### src/rtl/ddr_20g_adc_gen_if.sv
// ddr_20g_adc_gen_if -- beat stream between the ADC pattern generator and its sink.
//   adc_vld  : beat valid (generator -> sink)
//   adc_rdy  : sink ready (sink -> generator)
//   adc_data : pattern beat, DATA_WD bits (generator -> sink)
// A beat moves on every clock where adc_vld and adc_rdy are both high.
interface ddr_20g_adc_gen_if #(
   parameter int DATA_WD = 256
);
   logic               adc_vld;
   logic               adc_rdy;
   logic [DATA_WD-1:0] adc_data;

   modport master (
      output adc_vld,
      output adc_data,
      input  adc_rdy
   );

   modport slave (
      input  adc_vld,
      input  adc_data,
      output adc_rdy
   );
endinterface

### src/rtl/ddr_20g_adc_gen.sv
// ddr_20g_adc_gen -- ADC test-pattern beat generator.
//
// Emits runs of 256-bit beats made of sixteen 16-bit lanes. Lane i carries
// b + (i mod 4), where the base b starts at 0 for each run and advances by 4
// after every second accepted beat. A run is started by cfg_start, lasts
// cfg_beat_num beats (0 = until cfg_stop), and can insert cfg_gap idle cycles
// after each accepted beat.
//
// Ports
//   clk           : sole clock, rising edge
//   rst_n         : asynchronous active-low reset
//   cfg_rst       : synchronous clear of generator state and counters
//   cfg_start     : start pulse (ignored unless idle)
//   cfg_stop      : stop pulse, run ends after the beat in flight
//   cfg_beat_num  : beats per run, 0 = continuous
//   cfg_gap       : idle cycles after each accepted beat
//   cfg_err_inj   : (ADC_GEN_ERR_INJ_EN only) flip bit 0 of the next accepted beat
//   adc           : beat stream, master side (adc_vld/adc_data out, adc_rdy in)
//   gen_busy      : run active (SEND or GAP)
//   gen_done      : one-cycle pulse as a run ends
//   beat_cnt      : accepted beats in the current or last run
//
// Build option: define ADC_GEN_ERR_INJ_EN to add the cfg_err_inj port and the
// single-bit error injection path. Without it the output is always clean.
//
// state | meaning
// ------+-------------------------------------------------------------
// IDLE  | no run; adc_vld low, waiting for cfg_start
// SEND  | beat presented with adc_vld high until accepted
// GAP   | idle cycles after an accepted beat, counted down in gap_cnt_q
// DONE  | gen_done pulse for one cycle, then back to IDLE
module ddr_20g_adc_gen #(
   parameter int DATA_WD = 256,
   parameter int GAP_WD  = 8
) (
   input  logic              clk,
   input  logic              rst_n,
   input  logic              cfg_rst,
   input  logic              cfg_start,
   input  logic              cfg_stop,
   input  logic [31:0]       cfg_beat_num,
   input  logic [GAP_WD-1:0] cfg_gap,
`ifdef ADC_GEN_ERR_INJ_EN
   input  logic              cfg_err_inj,
`endif
   ddr_20g_adc_gen_if.master adc,
   output logic              gen_busy,
   output logic              gen_done,
   output logic [31:0]       beat_cnt
);

   localparam int LANES = DATA_WD / 16;

   typedef enum logic [1:0] {
      ST_IDLE = 2'd0,
      ST_SEND = 2'd1,
      ST_GAP  = 2'd2,
      ST_DONE = 2'd3
   } state_t;

   state_t            state_q, state_d;
   logic [31:0]       beat_cnt_q, beat_cnt_d;
   logic [GAP_WD-1:0] gap_cnt_q, gap_cnt_d;
   logic              stop_q, stop_d;

   logic              vld;
   logic              xfer;
   logic              stop_any;
   logic              last_beat;
   logic [15:0]       base;
   logic [DATA_WD-1:0] pattern;
   logic              err_bit;

   assign vld      = (state_q == ST_SEND);
   assign xfer     = vld & adc.adc_rdy;
   // A stop pulse arriving in the same cycle as a transfer still makes that
   // transfer the last one of the run.
   assign stop_any = stop_q | cfg_stop;
   assign last_beat = ((beat_cnt_q + 32'd1 == cfg_beat_num) && (cfg_beat_num != 32'd0))
                      || stop_any;

   // The base advances every second beat of the run, so it follows directly
   // from the accepted-beat count: b = 4 * floor(n/2) mod 2^16.
   assign base = {beat_cnt_q[14:1], 2'b00};

   for (genvar i = 0; i < LANES; i++) begin : g_lane
      assign pattern[i*16 +: 16] = base + 16'(i % 4);
   end

   always_comb begin
      state_d    = state_q;
      beat_cnt_d = beat_cnt_q;
      gap_cnt_d  = gap_cnt_q;
      stop_d     = stop_q;

      case (state_q)
         ST_IDLE: begin
            if (cfg_start) begin
               state_d    = ST_SEND;
               beat_cnt_d = 32'd0;
               gap_cnt_d  = '0;
               stop_d     = 1'b0;
            end
         end
         ST_SEND: begin
            if (cfg_stop) stop_d = 1'b1;
            if (xfer) begin
               beat_cnt_d = beat_cnt_q + 32'd1;
               if (last_beat) begin
                  state_d = ST_DONE;
                  stop_d  = 1'b0;
               end else if (cfg_gap != '0) begin
                  state_d   = ST_GAP;
                  gap_cnt_d = cfg_gap;
               end
            end
         end
         ST_GAP: begin
            if (cfg_stop) stop_d = 1'b1;
            if (gap_cnt_q <= GAP_WD'(1)) begin
               gap_cnt_d = '0;
               if (stop_any) begin
                  state_d = ST_DONE;
                  stop_d  = 1'b0;
               end else begin
                  state_d = ST_SEND;
               end
            end else begin
               gap_cnt_d = gap_cnt_q - GAP_WD'(1);
            end
         end
         ST_DONE: begin
            state_d = ST_IDLE;
         end
         default: begin
            state_d = ST_IDLE;
         end
      endcase

      if (cfg_rst) begin
         state_d    = ST_IDLE;
         beat_cnt_d = 32'd0;
         gap_cnt_d  = '0;
         stop_d     = 1'b0;
      end
   end

   always_ff @(posedge clk or negedge rst_n) begin
      if (!rst_n) begin
         state_q    <= ST_IDLE;
         beat_cnt_q <= 32'd0;
         gap_cnt_q  <= '0;
         stop_q     <= 1'b0;
      end else begin
         state_q    <= state_d;
         beat_cnt_q <= beat_cnt_d;
         gap_cnt_q  <= gap_cnt_d;
         stop_q     <= stop_d;
      end
   end

`ifdef ADC_GEN_ERR_INJ_EN
   // err_q marks the beat currently presented (or the next one to be
   // presented) as corrupted. Requests arriving while a beat is stalled are
   // parked in req_q so the held beat never changes; repeated requests merge.
   logic err_q, err_d;
   logic req_q, req_d;
   logic stall;

   assign stall = vld & ~adc.adc_rdy;

   always_comb begin
      err_d = err_q;
      req_d = req_q | cfg_err_inj;
      if (!stall) begin
         err_d = (xfer ? 1'b0 : err_q) | req_d;
         req_d = 1'b0;
      end
      if (cfg_rst) begin
         err_d = 1'b0;
         req_d = 1'b0;
      end
   end

   always_ff @(posedge clk or negedge rst_n) begin
      if (!rst_n) begin
         err_q <= 1'b0;
         req_q <= 1'b0;
      end else begin
         err_q <= err_d;
         req_q <= req_d;
      end
   end

   assign err_bit = err_q;
`else
   assign err_bit = 1'b0;
`endif

   assign adc.adc_vld  = vld;
   assign adc.adc_data = vld ? (pattern ^ {{(DATA_WD-1){1'b0}}, err_bit}) : '0;

   assign gen_busy = (state_q == ST_SEND) || (state_q == ST_GAP);
   assign gen_done = (state_q == ST_DONE);
   assign beat_cnt = beat_cnt_q;

endmodule

### src/flat_wrapper.sv
// flat-port wrapper written by rule: the top's interface ports become plain ports
module ddr_20g_adc_gen_flat 
#(
   parameter int DATA_WD = 256,
   parameter int GAP_WD  = 8
)
  (clk, rst_n, cfg_rst, cfg_start, cfg_stop, cfg_beat_num, cfg_gap, gen_busy, gen_done, beat_cnt, adc_adc_vld, adc_adc_data, adc_adc_rdy);
  ddr_20g_adc_gen_if #(.DATA_WD(DATA_WD)) adc_i ();
  input  logic clk;
  input  logic rst_n;
  input  logic cfg_rst;
  input  logic cfg_start;
  input  logic cfg_stop;
  input  logic [31:0] cfg_beat_num;
  input  logic [GAP_WD-1:0] cfg_gap;
  output logic gen_busy;
  output logic gen_done;
  output logic [31:0] beat_cnt;
  output wire logic [$bits(adc_i.adc_vld)-1:0] adc_adc_vld;
  output wire logic [$bits(adc_i.adc_data)-1:0] adc_adc_data;
  input wire logic [$bits(adc_i.adc_rdy)-1:0] adc_adc_rdy;
  assign adc_adc_vld = adc_i.adc_vld;
  assign adc_adc_data = adc_i.adc_data;
  assign adc_i.adc_rdy = adc_adc_rdy;
  ddr_20g_adc_gen #(.DATA_WD(DATA_WD), .GAP_WD(GAP_WD)) u_core (.clk(clk), .rst_n(rst_n), .cfg_rst(cfg_rst), .cfg_start(cfg_start), .cfg_stop(cfg_stop), .cfg_beat_num(cfg_beat_num), .cfg_gap(cfg_gap), .adc(adc_i), .gen_busy(gen_busy), .gen_done(gen_done), .beat_cnt(beat_cnt));
endmodule
### config.mk
export PLATFORM = sky130hd
export DESIGN_NAME = ddr_20g_adc_gen_flat
export DESIGN_NICKNAME = d
export VERILOG_FILES = /design/src/rtl/ddr_20g_adc_gen_if.sv /design/src/rtl/ddr_20g_adc_gen.sv /design/src/flat_wrapper.sv
export SDC_FILE = /design/constraint.sdc
export NUM_CORES = 1
export LEC_CHECK = 0
export ABC_AREA = 1
export ABC_CLOCK_PERIOD_IN_PS = 3600
export CELL_PAD_IN_SITES_DETAIL_PLACEMENT = 1
export CELL_PAD_IN_SITES_GLOBAL_PLACEMENT = 1
export CORE_UTILIZATION = 26
export DETAILED_ROUTE_END_ITERATION = 12
export PLACE_DENSITY_LB_ADDON = 0.1
export SYNTH_ARGS = -nofsm -noshare
export SYNTH_HDL_FRONTEND = slang
export SYNTH_SLANG_ARGS = --single-unit
export TNS_END_PERCENT = 100
### constraint.sdc
create_clock -name clk -period 3.6 [get_ports clk]
set_input_delay 0.72 -clock clk [delete_from_list [all_inputs] [get_ports clk]]
set_output_delay 0.72 -clock clk [all_outputs]
set_load 0.1 [all_outputs]
# ---- Word-level counts from Yosys, hierarchy flattened
# Cells that the tools add are included.
dict set report op_classes {
  muxes 28
  n_eq_ne 10
  order_cmp 1
  bitwise_logic 2
  addsub 5
  n_reduce_logical 12
}
# op count
set ops {}
lappend ops {{$mux W256} 1}
lappend ops {{$mux W32} 3}
lappend ops {{$pmux W32 S2} 1}
lappend ops {{$mux W8} 6}
lappend ops {{$add A16 B2 Y16 const B} 2}
lappend ops {{$add A32 B1 Y32 const B} 1}
lappend ops {{$eq A32 B32 Y1} 1}
lappend ops {{$reduce_bool A32 Y1} 1}
lappend ops {{$pmux W8 S3} 1}
lappend ops {{$add A16 B1 Y16 const B} 1}
lappend ops {{$mux W2} 7}
lappend ops {{$ne A3 B3 Y1 const B} 4}
lappend ops {{$le A8 B1 Y1 const B} 1}
lappend ops {{$pmux W2 S4} 1}
lappend ops {{$reduce_bool A8 Y1} 1}
lappend ops {{$sub A8 B1 Y8 const B} 1}
lappend ops {{$mux W1} 7}
lappend ops {{$reduce_and A5 Y1} 1}
lappend ops {{$eq A2 B2 Y1 const B} 2}
lappend ops {{$ne A4 B4 Y1 const B} 1}
lappend ops {{$reduce_and A4 Y1} 1}
lappend ops {{$reduce_bool A4 Y1} 1}
lappend ops {{$ne A3 B2 Y1 const B} 1}
lappend ops {{$pmux W1 S3} 1}
lappend ops {{other kinds (9)} 10}
dict set report word_totals {
  out_inout_bits 291
  ff_bits 43
  input_bits 46
  elab_cells 62
}

# ---- Depth between registers and ports, before layout
dict set report depth {
  ltp_word 8
  ltp_mapped 20
  mapped_depth_nobuf 19
}

# ---- Worst setup path after synthesis
# OpenSTA, ideal clock, no wires.
dict set report synth_path {
  path_type {register to output}
  start {reg u_core.state_q[1]}
  end {out adc_adc_data[109]}
  n_path_buf 3
  t_arrival_ps 3601
  path_slack_ps -721
  path_stages_with_launch 8
  required_ps 2880
  cell_sequence {dfrtp_1 > inv_1 > ha_1 > clkbuf_1 > buf_1 > nand2_1 > inv_1 > buf_4}
}
dict set report synth_between {
  elab_chain_cells 2
}
# element line
set synth_lines {}
lappend synth_lines {{start, declared} ddr_20g_adc_gen.sv:61} ;# state_t state_q, state_d;
lappend synth_lines {{start signal, assigned} ddr_20g_adc_gen.sv:155} ;# state_q <= state_d;
lappend synth_lines {{$eq A2 B1 Y1} ddr_20g_adc_gen.sv:74} ;# assign vld = (state_q == ST_SEND);
lappend synth_lines {{named net adc_adc_vld} flat_wrapper.sv:19} ;# output wire logic [$bits(adc_i.adc_vld)-1:0] adc_adc_vld;
lappend synth_lines {{$mux W256} ddr_20g_adc_gen.sv:201} ;# assign adc.adc_data = vld ? (pattern ^ {{(DATA_WD-1){1'b0}}, err_bit}) : '0;
lappend synth_lines {{end, declared} flat_wrapper.sv:20} ;# output wire logic [$bits(adc_i.adc_data)-1:0] adc_adc_data;
# The timed path passes the listed nets, and every way through them passes these cells.

# ---- Worst setup path in the final report
dict set report layout_path {
  start {reg u_core.state_q[1]}
  end {out adc_adc_data[59]}
}
dict set report layout_between {
  elab_chain_cells 2
}
# element line
set layout_lines {}
lappend layout_lines {{$eq A2 B1 Y1} ddr_20g_adc_gen.sv:74}
lappend layout_lines {{$mux W256} ddr_20g_adc_gen.sv:201}
# Every way passes these cells.

==> impl_metrics.py <==
metrics = {
    "status": {
        "status": "finished, violations left",
        "violations": "DRC",
    },
    "synthesis": {
        "synth_top_area_share_pct": 31.0,
        "ys_seq_area_share_pct": 18.3,
        "synth.largest_area_cell": "buf_4",
        "ys_ff_latch": 43,
        "syn_area_per_cell_sq_um": 6.35,
        "synth.distinct_cells": 34,
        "yosys_warnings": 0,
        "syn_area_sq_mm": 0.00588,
        "netlist_top_cells_area": "buf_4 31%, dfrtp_1 18%, nand2_1 15%",
        "syn_inst": 926,
    },
    "floorplan": {
        "start_util_pct": 26.7,
        "placementRows": 54,
        "die-area_sq_mm": 0.0232,
        "die_h_um": 152,
        "ios": 337,
        "die_w_um": 152,
        "coreArea_sq_mm": 0.0220,
    },
    "route": {
        "vias_per_cell": 4.36,
        "vias": 5733,
        "drt_iter0_drc": 191,
        "antenna_left": 0,
        "routedWlPerCell_um": 16.9,
        "drtPass1Iterations": 8,
        "drc": 29,
        "drt-total-wl_mm": 22.3,
    },
    "place": {
        "place_inst": 1305,
        "gp_congestion": 0.805,
        "io_buffers": 320,
        "dpl.hpwl_mm": 18.6,
    },
    "worst_hold_path": {
        "holdPathEnd": "u_core.stop_q",
        "whs_path_depth": 2,
        "hp-start": "u_core.stop_q",
        "holdCritPathClass": "reg2reg",
    },
    "critical_path": {
        "r2r-end": "u_core.gap_cnt_q[5]",
        "cp_max_fo": 16,
        "cp_slowest_cell": "clkinvlp_4",
        "max_stage_delay_ns": 0.62,
        "arrival_ns": 2.41,
        "start_kind": "flip-flop",
        "crit_chain": "inv_1 -> ha_2 -> nand2_1 -> clkinvlp_4 -> buf_12",
        "r2r-start": "u_core.beat_cnt[2]",
        "cp_num_buf_inv": 3,
        "reg2reg_slack_ns": 0.70,
        "rr_worst_depth": 16,
        "endpoint_kind": "output port",
        "crit_family": "buffers and inverters",
        "crit_type": "reg2out",
        "cp_data_required_time_ns": 2.88,
    },
    "layout": {
        "area.growth.synth_to_final_pct": 71.9,
        "nNetsFinal": 1086,
        "drive_above_1_share_pct": 32.2,
        "stdcell_count": 1314,
    },
    "timing": {
        "period_minus_slack_ns": 3.13,
        "hold_viol": 0,
        "rsz0062_at_grt": "no",
        "setup_tns_ns": 0,
        "finalSetupViolCount": 0,
        "post-route-period-util_pct": 87.0,
        "fmaxAchievable_ghz": 0.319,
        "skew_ns": 0.0121,
        "relSlewSlack_pct": 33.2,
        "slew_viol_final": 0,
        "worst_pin_slew_ns": 0.999,
        "whs_ns": 0.510,
    },
    "clocking": {
        "clock-sinks": 43,
        "cts_setup_buffers": 0,
        "cts_root_buf": "clkbuf_16",
        "clk_pin_slew_ns": 0.07,
        "hold_buffers": 0,
        "ctsResizeCount": 0,
        "cts.path.max_buffers": 2,
        "cts_max_level": 2,
        "cts_buffers": 5,
        "worstSkewPairLatency_ns": 0.31,
        "cts_tree": "done",
    },
    "power": {
        "vdd_drop_max_mv": 0.788,
        "power_density_mw_per_mm2": 301,
        "power_leakage_nw": 4.32,
    },
    "global_routing": {
        "grt_max_degree": 44,
        "grt_pass1_vias": 5569,
        "overflow": 0,
        "grt_usage_pct": 18.9,
        "antenna_found_initial": 1,
        "grt_pass1_wl_mm": 34.0,
    },
    "flow_run": {
        "maxCapViolCount": 0,
    },
}
## area by class of cell
class                      instances  area, sq um
tap                              280          350
timing repair buffer             336         5460
antenna                            1         2.50
clock inverter                     3         47.5
multi-input combinational        541         2600
inverter                         105          443
sequential                        43         1080
clock buffer                       5          125
fill                            2500        11900
## through the flow
stage	setup WS, ns	power [mW]	area [sq um]	util [%]
after floorplan	0.0112	2.18	5990	-
after global placement	0.736	2.47	9930	45.1
after detailed placement	0.682	2.49	9930	45.1
after CTS	0.423	3.07	10100	45.9
after global routing	0.329	3.17	10100	45.9
final	0.468	3.04	10100	45.9
## worst reg2reg max path: cells and delay by family (launching register included)
| family | cells | cell delay (ns) |
|---|---|---|
| AOI/OAI and AO/OA | 2 | 0.36 |
| DFF | 1 | 0.52 |
| and+or+nand+nor | 14 | 1.94 |
## cell usage in the layout (no fill, tap or decap), drive strengths merged, types with 13 or more instances in the layout
| cell | n |
|---|---|
| buf | 283 |
| inv | 93 |
| conb | 16 |
| clkdlybuf4s50 | 53 |
| nor2 | 106 |
| nand2 | 241 |
| dfrtp | 43 |
| nand3 | 75 |
| clkinvlp | 13 |
| o22ai | 35 |
| o21ai | 18 |
## how the worst max path moves through the flow
| stage | from | end | slack (ns) | cells after the start |
|---|---|---|---|---|
| detailed placement | u_core.beat_cnt[2] | u_core.gap_cnt_q[5] | 0.68 | 16 |
| floorplan | u_core.state_q[1] | adc_adc_data[115] | 0.01 | 6 |
| CTS | u_core.state_q[1] | adc_adc_data[187] | 0.42 | 5 |
| finish | u_core.state_q[1] | adc_adc_data[59] | 0.47 | 5 |
| global placement | u_core.state_q[1] | u_core.beat_cnt[0] | 0.74 | 12 |
| global route | u_core.state_q[1] | adc_adc_data[59] | 0.33 | 5 |
## power breakdown
| group | internal, mW | switching, mW | leakage (nW) |
|---|---|---|---|
| Sequential | 0.515 | 0.0414 | 0.598 |
| Combinational | 0.395 | 1.51 | 3.64 |
| Clock | 0.332 | 0.239 | 0.0844 |
## state kept, by name, indices dropped and copies added, names as in the netlist
| name | count |
|---|---|
| u_core.beat_cnt | 32 |
| u_core.gap_cnt_q | 8 |
| u_core.state_q | 2 |
| u_core.stop_q | 1 |
## cell families after synthesis
kind of cell | count (synthesis) | synth area share (%)
AO/OA/AOI/OAI | 60 | 6.19
XOR/XNOR | 14 | 2.55
adder cells (fa/ha/maj) | 8 | 1.70
buffers and inverters | 357 | 38.4
flip-flops | 43 | 18.3
other | 1 | 0.0638
AND/OR/NAND/NOR | 443 | 32.7
## cell usage after synthesis
| library cell | number |
|---|---|
| xnor2_1 | 3 |
| nand2_4 | 2 |
| nand3_1 | 75 |
| buf_6 | 1 |
| nor2_4 | 5 |
| clkbuf_1 | 7 |
| ha_1 | 8 |
| nor2_1 | 91 |
| o22ai_1 | 35 |
| xnor3_1 | 2 |
| o21ai_2 | 2 |
| o21ai_0 | 8 |
| conb_1 | 1 |
| a22oi_1 | 1 |
| dfrtp_1 | 43 |
| buf_1 | 1 |
| a21oi_1 | 3 |
| nor3b_1 | 1 |
| inv_1 | 105 |
| nor2_2 | 9 |
| or2_2 | 1 |
| buf_4 | 243 |
| a211oi_1 | 1 |
| and2_1 | 4 |
| o21ai_1 | 8 |
| nand2_2 | 7 |
| o2111ai_1 | 1 |
| nand3b_1 | 5 |
| o41ai_1 | 1 |
| nand4_1 | 9 |
| xor2_1 | 9 |
| nand2_1 | 232 |
| nor3_1 | 1 |
| nor2_8 | 1 |
## routing by layer
metal / vias to the layer above / track usage, % / part of all wire (%)
li1: 2850 / - / -
met1: 2673 / 22.2 / 41
met2: 193 / 34.9 / 52
met3: 17 / 3.81 / 6.0
met4: 0 / 4.23 / 1.1
met5: - / 0 / 0
No activity file was read; power rests on OpenSTA's default activity.
